## src/rtl/divmmc_spi.sv

```systemverilog
// DivMMC SD-card SPI master: decodes the CS/data I/O ports and runs
// one MSB-first mode-0 byte transfer per data-port access.
module divmmc_spi #(
  parameter logic [7:0] PORT_CS   = 8'hE7,
  parameter logic [7:0] PORT_DATA = 8'hEB,
  parameter int         SCK_HALF  = 1
) (
  input  logic       clock_i,
  input  logic       reset_ni,
  input  logic       ce_i,
  input  logic       iorq_i,
  input  logic       rd_i,
  input  logic       wr_i,
  input  logic [7:0] a_i,
  input  logic [7:0] d_i,
  output logic [7:0] q_o,
  output logic       q_oe_o,
  output logic       busy_o,
  output logic [1:0] cs_o,
  output logic       sck_o,
  output logic       mosi_o,
  input  logic       miso_i
);

  localparam int CW = (SCK_HALF > 1) ? $clog2(SCK_HALF) : 1;
  localparam logic [CW-1:0] CNT_MAX = CW'(SCK_HALF - 1);

  typedef enum logic [1:0] {
    IDLE,
    LOW,
    HIGH
  } state_e;

  state_e        state_q, state_d;
  logic [CW-1:0] cnt_q, cnt_d;
  logic [2:0]    bit_q, bit_d;
  logic [7:0]    shift_q, shift_d;
  logic [7:0]    rx_q, rx_d;
  logic [7:0]    q_q, q_d;
  logic [1:0]    cs_q, cs_d;
  logic          sck_q, sck_d;
  logic          mosi_q, mosi_d;
  logic          wacc_q, wacc_d;
  logic          racc_q, racc_d;

  logic       wacc, racc;
  logic       data_w, data_r, cs_w;
  logic       half_done;
  logic [7:0] tx;

  assign wacc = !iorq_i && !wr_i;
  assign racc = !iorq_i && !rd_i;

  // Edge on the sampled access so a long I/O cycle acts only once.
  assign data_w = wacc && !wacc_q && (a_i == PORT_DATA);
  assign data_r = racc && !racc_q && (a_i == PORT_DATA);
  assign cs_w   = wacc && !wacc_q && (a_i == PORT_CS);

  assign half_done = (cnt_q == CNT_MAX);

  always_comb begin
    state_d = state_q;
    cnt_d   = cnt_q;
    bit_d   = bit_q;
    shift_d = shift_q;
    rx_d    = rx_q;
    q_d     = q_q;
    cs_d    = cs_q;
    sck_d   = sck_q;
    mosi_d  = mosi_q;
    wacc_d  = wacc_q;
    racc_d  = racc_q;
    tx      = 8'hFF;
    if (ce_i) begin
      wacc_d = wacc;
      racc_d = racc;
      if (cs_w) cs_d = d_i[1:0];
      unique case (state_q)
        IDLE: begin
          if (data_w || data_r) begin
            tx      = data_w ? d_i : 8'hFF;
            shift_d = tx;
            bit_d   = 3'd0;
            cnt_d   = '0;
            mosi_d  = tx[7];
            state_d = LOW;
          end
        end
        LOW: begin
          if (half_done) begin
            cnt_d   = '0;
            sck_d   = 1'b1;
            rx_d    = {rx_q[6:0], miso_i};
            state_d = HIGH;
          end else begin
            cnt_d = cnt_q + 1'b1;
          end
        end
        HIGH: begin
          if (half_done) begin
            cnt_d = '0;
            sck_d = 1'b0;
            if (bit_q == 3'd7) begin
              q_d     = rx_q;
              mosi_d  = 1'b1;
              state_d = IDLE;
            end else begin
              bit_d   = bit_q + 3'd1;
              shift_d = {shift_q[6:0], 1'b0};
              mosi_d  = shift_q[6];
              state_d = LOW;
            end
          end else begin
            cnt_d = cnt_q + 1'b1;
          end
        end
        default: state_d = IDLE;
      endcase
    end
  end

  always_ff @(posedge clock_i or negedge reset_ni) begin
    if (!reset_ni) begin
      state_q <= IDLE;
      cnt_q   <= '0;
      bit_q   <= 3'd0;
      shift_q <= 8'h00;
      rx_q    <= 8'h00;
      q_q     <= 8'hFF;
      cs_q    <= 2'b11;
      sck_q   <= 1'b0;
      mosi_q  <= 1'b1;
      wacc_q  <= 1'b0;
      racc_q  <= 1'b0;
    end else begin
      state_q <= state_d;
      cnt_q   <= cnt_d;
      bit_q   <= bit_d;
      shift_q <= shift_d;
      rx_q    <= rx_d;
      q_q     <= q_d;
      cs_q    <= cs_d;
      sck_q   <= sck_d;
      mosi_q  <= mosi_d;
      wacc_q  <= wacc_d;
      racc_q  <= racc_d;
    end
  end

  assign q_o    = q_q;
  assign q_oe_o = racc && (a_i == PORT_DATA);
  assign busy_o = (state_q != IDLE);
  assign cs_o   = cs_q;
  assign sck_o  = sck_q;
  assign mosi_o = mosi_q;

endmodule

```

## config.mk

```make
export PLATFORM = sky130hd
export DESIGN_NAME = divmmc_spi
export DESIGN_NICKNAME = d
export VERILOG_FILES = /design/src/rtl/divmmc_spi.sv
export SDC_FILE = /design/constraint.sdc
export NUM_CORES = 1
export LEC_CHECK = 0
export ABC_AREA = 1
export ABC_CLOCK_PERIOD_IN_PS = 1550
export CORE_UTILIZATION = 47
export CTS_BUF_LIST = sky130_fd_sc_hd__clkbuf_2
export DETAILED_ROUTE_END_ITERATION = 8
export PLACE_DENSITY = 0.77
export SYNTH_ARGS = -nofsm -noshare
export SYNTH_HDL_FRONTEND = slang
export SYNTH_SLANG_ARGS = --single-unit
```

## constraint.sdc

```tcl
create_clock -name clock_i -period 1.55 [get_ports clock_i]
set_clock_uncertainty 0.2 [all_clocks]
set_input_delay 0.31 -clock clock_i [delete_from_list [all_inputs] [get_ports clock_i]]
set_output_delay 0.31 -clock clock_i [all_outputs]
set_load 0.02 [all_outputs]
```

==> results.md <==
- Worst Hold Class: in2async
- CP Launch Type: flop
- Per-cell routed wire length: about 14 um
- DP Worst Slack: -0.7831 ns
- GRT overflow: 0
- Die height: 63.23 um
- Crit path required time: 1.68 ns
- Final min period: 1.773 ns
- GRT Util Overall: 22.41%
- Largest net degree at the start of global routing: 35
- Max_cap viols: 0
- Post-route clock period utilization: 114.4%
- Number of vias per cell: 5.120
- WS Path Type: reg2reg
- Slew Limit Fails: 0
- CTS H-tree depth: 2
- CTS buffer count: 5
- Peak Freq: 0.5639 GHz
- Mapped cell area: 1762 um^2
- Hold Slack: 0.03030 ns
- P per Cell Area: 1559 nW/um^2
- Clk_lat worst skew: 0.41 ns
- Final antenna-violating net count: 0
- Mapped Nets: 238
- Leakage: 1.346 nW
- Vias in the first global route: 1561
- Final worst slack: -0.2233 ns
- RSZ-0062 raised after global routing: yes
- Num rows: 21
- DR pass1 iterations: 4
- DIE AREA: roughly 4000 um^2
- Share of the synthesized area in the top cell type: between 30 and 40%
- R2r startpoint: state_q[0]$_DFFE_PN0P_
- Sequential area share after synthesis: 49.08%
- I/O Pins: 37
- Drt initial violations: 50
- Core area: 3468 um^2
- Synthesis warning total: 0
- Post-synthesis register bit count: 34
- Design area: roughly 2800 um^2
- Clk sinks: 34
- Clock root cell: clkbuf_2
- Via count: 1710
- Placer Congestion: about 0.8
- Final Net Count: 317
- Fin Setup TNS: -3.988 ns
- Die Wd: 63.23 um
- Synth top area cells: dfrtp_1 (33%), dfstp_2 (16%), nand2_1 (11%)
- Outcome: finished, violations left
- CTS tree: yes
- Area Growth Syn to Fin: 57.88%
- Global-route wire length before repair: around 6900 um
- WL final: 4739 um
- Cell taking the most area after synthesis: dfrtp_1
- Kind of end point of the critical path: flop
- Worst Setup SP: state_q[0]$_DFFE_PN0P_
- Layout cells sized above 1: 45.83%
- Slew of the pin with the lowest slew margin: around 0.23 ns
- Initial Util: 50.79%
- Failing checks: negative setup slack
- I/O Buffers: 36
- Clock transition at path regs: approximately 0.21 ns
- Final setup violation count: 32
- Flop2flop setup slack: -0.22 ns
- Post-synth cell types: 27
- Utilization after layout: between 80% and 90%
- Syn Area/Cell: 8.470 um^2
- Placement Cell Area: 2412 um^2
- Hpwl dp: about 2700 um
- Critical path fanouts, max: 6
- Slew HR: 84.51%
- R2R depth: 8
- Initial antenna violation count: 0
- Clk buf depth: 2
- Syn Inst Count: 208
- Antenna Cells: 0
- Arr. time, crit path: ~1.9 ns
- Final hold viol count: 0
- DRC: 0
- Max rail drop VDD: 0.9578 mV
- R2R Path End: bit_q[2]$_DFFE_PN0P_
## critical path, cell delays in order (launching register included)
cell and delay (ns):
dfrtp_1 0.40, inv_2 0.06, buf_4 0.14, ha_4 0.20
buf_6 0.13, a21oi_4 0.22, buf_6 0.16, nand4_1 0.11
nand2_1 0.09
## routing by layer
| metal | vias to the layer above | GRT usage (%) | routed length, um |
|---|---|---|---|
| met1 | 806 | 27.02 | 1898 |
| met5 | - | 0 | 0 |
| met2 | 64 | 38.84 | 2432 |
| met3 | 14 | 5.978 | 274 |
| met4 | 0 | 6.818 | 133 |
| li1 | 826 | - | - |
## final cells by class
| class | count | area, um^2 |
|---|---|---|
| Clock inverter | 3 | 63.81 |
| Clock buffer | 5 | 25.02 |
| Sequential cell | 34 | 864.6 |
| Multi-Input combinational cell | 146 | 949.7 |
| Fill cell | 225 | 686.9 |
| Tap cell | 46 | 57.56 |
| Timing Repair Buffer | 78 | 735.7 |
| Inverter | 22 | 85.08 |
## cells in the final DEF, fill, tap and decap left out, drive strengths merged
cell type and instances:
nand3 7, nor2 32, nand2 55, mux2 1
clkdlybuf4s50 12, bufinv 2, or2 7, a31oi 1
buf 57, clkdlybuf4s15 1, o21ai 16, nand4 12
clkinv 1, nor4b 1, dfrtp 23, clkbuf 13
dfstp 11, a21oi 6, ha 7, inv 22
nor3 1
## per-stage QoR
stage                     instances  power, mW
after floorplan                 208      2.343
after global placement          310      2.935
after CTS                       327      3.992
final                           334      4.336
after global routing            334      4.603
after detailed placement        310      2.997
## power breakdown
group | internal, mW | total [mW] | leakage, nW | switching [mW]
logic | 1.08 | 2.27 | 0.898 | 1.19
registers | 1.15 | 1.30 | 0.397 | 0.150
clock network | 0.430 | 0.763 | 0.0506 | 0.334
total | 2.66 | 4.34 | 1.35 | 1.67
## logic make-up after synthesis
logic type | count (synthesis) | share of synthesized area (%)
muxes | 1 | 0.6392
AOI/OAI and AO/OA | 23 | 6.818
and+or+nand+nor | 114 | 31.46
adders and majority gates | 7 | 4.971
buffers and inverters | 29 | 7.031
DFF | 34 | 49.08
## how the worst max path moves through the flow
stage	slack (ns)	endpoint	depth (start not counted)
4_1_cts	-0.17	busy_o	4
3_5_place_dp	-0.78	q_oe_o	5
5_1_grt	-0.28	bit_q[2]$_DFFE_PN0P_	8
6_report	-0.22	bit_q[2]$_DFFE_PN0P_	8
2_1_floorplan	0.0007	shift_q[2]$_DFFE_PN0P_	8
3_3_place_gp	-0.72	q_oe_o	5
## synth_stat cells
| cell type | instances |
|---|---|
| mux2_2 | 1 |
| nor3_1 | 1 |
| buf_4 | 1 |
| clkinv_1 | 1 |
| a21oi_1 | 5 |
| or2_1 | 6 |
| nand4_1 | 12 |
| o21ai_1 | 7 |
| nor2_4 | 3 |
| dfrtp_1 | 23 |
| buf_6 | 1 |
| nor4b_1 | 1 |
| inv_2 | 1 |
| buf_2 | 3 |
| a21oi_2 | 1 |
| dfstp_2 | 11 |
| nand3_1 | 3 |
| nand2_1 | 53 |
| clkbuf_1 | 2 |
| o21ai_0 | 9 |
| nor2_1 | 29 |
| a31oi_1 | 1 |
| inv_1 | 20 |
| nand2_2 | 2 |
| ha_1 | 7 |
| nand3_4 | 3 |
| or2_2 | 1 |
## state kept, by name, indices dropped and copies added, names as in the netlist
signal and count:
wacc_q 1, mosi_o 1, q_o 8, sck_o 1, shift_q 7, rx_q 8
cs_o 2, bit_q 3, state_q 2, racc_q 1
## timing repair
action                     4_1_cts  5_1_grt
setup buffers                    9        5
hold buffers                     0        0
pin swaps                        8       17
setup endpoints to repair       34       42
cloned                           0        3
gates resized for setup        127       40
hold endpoints to repair         0        0
(Power assumes the default switching activity.)
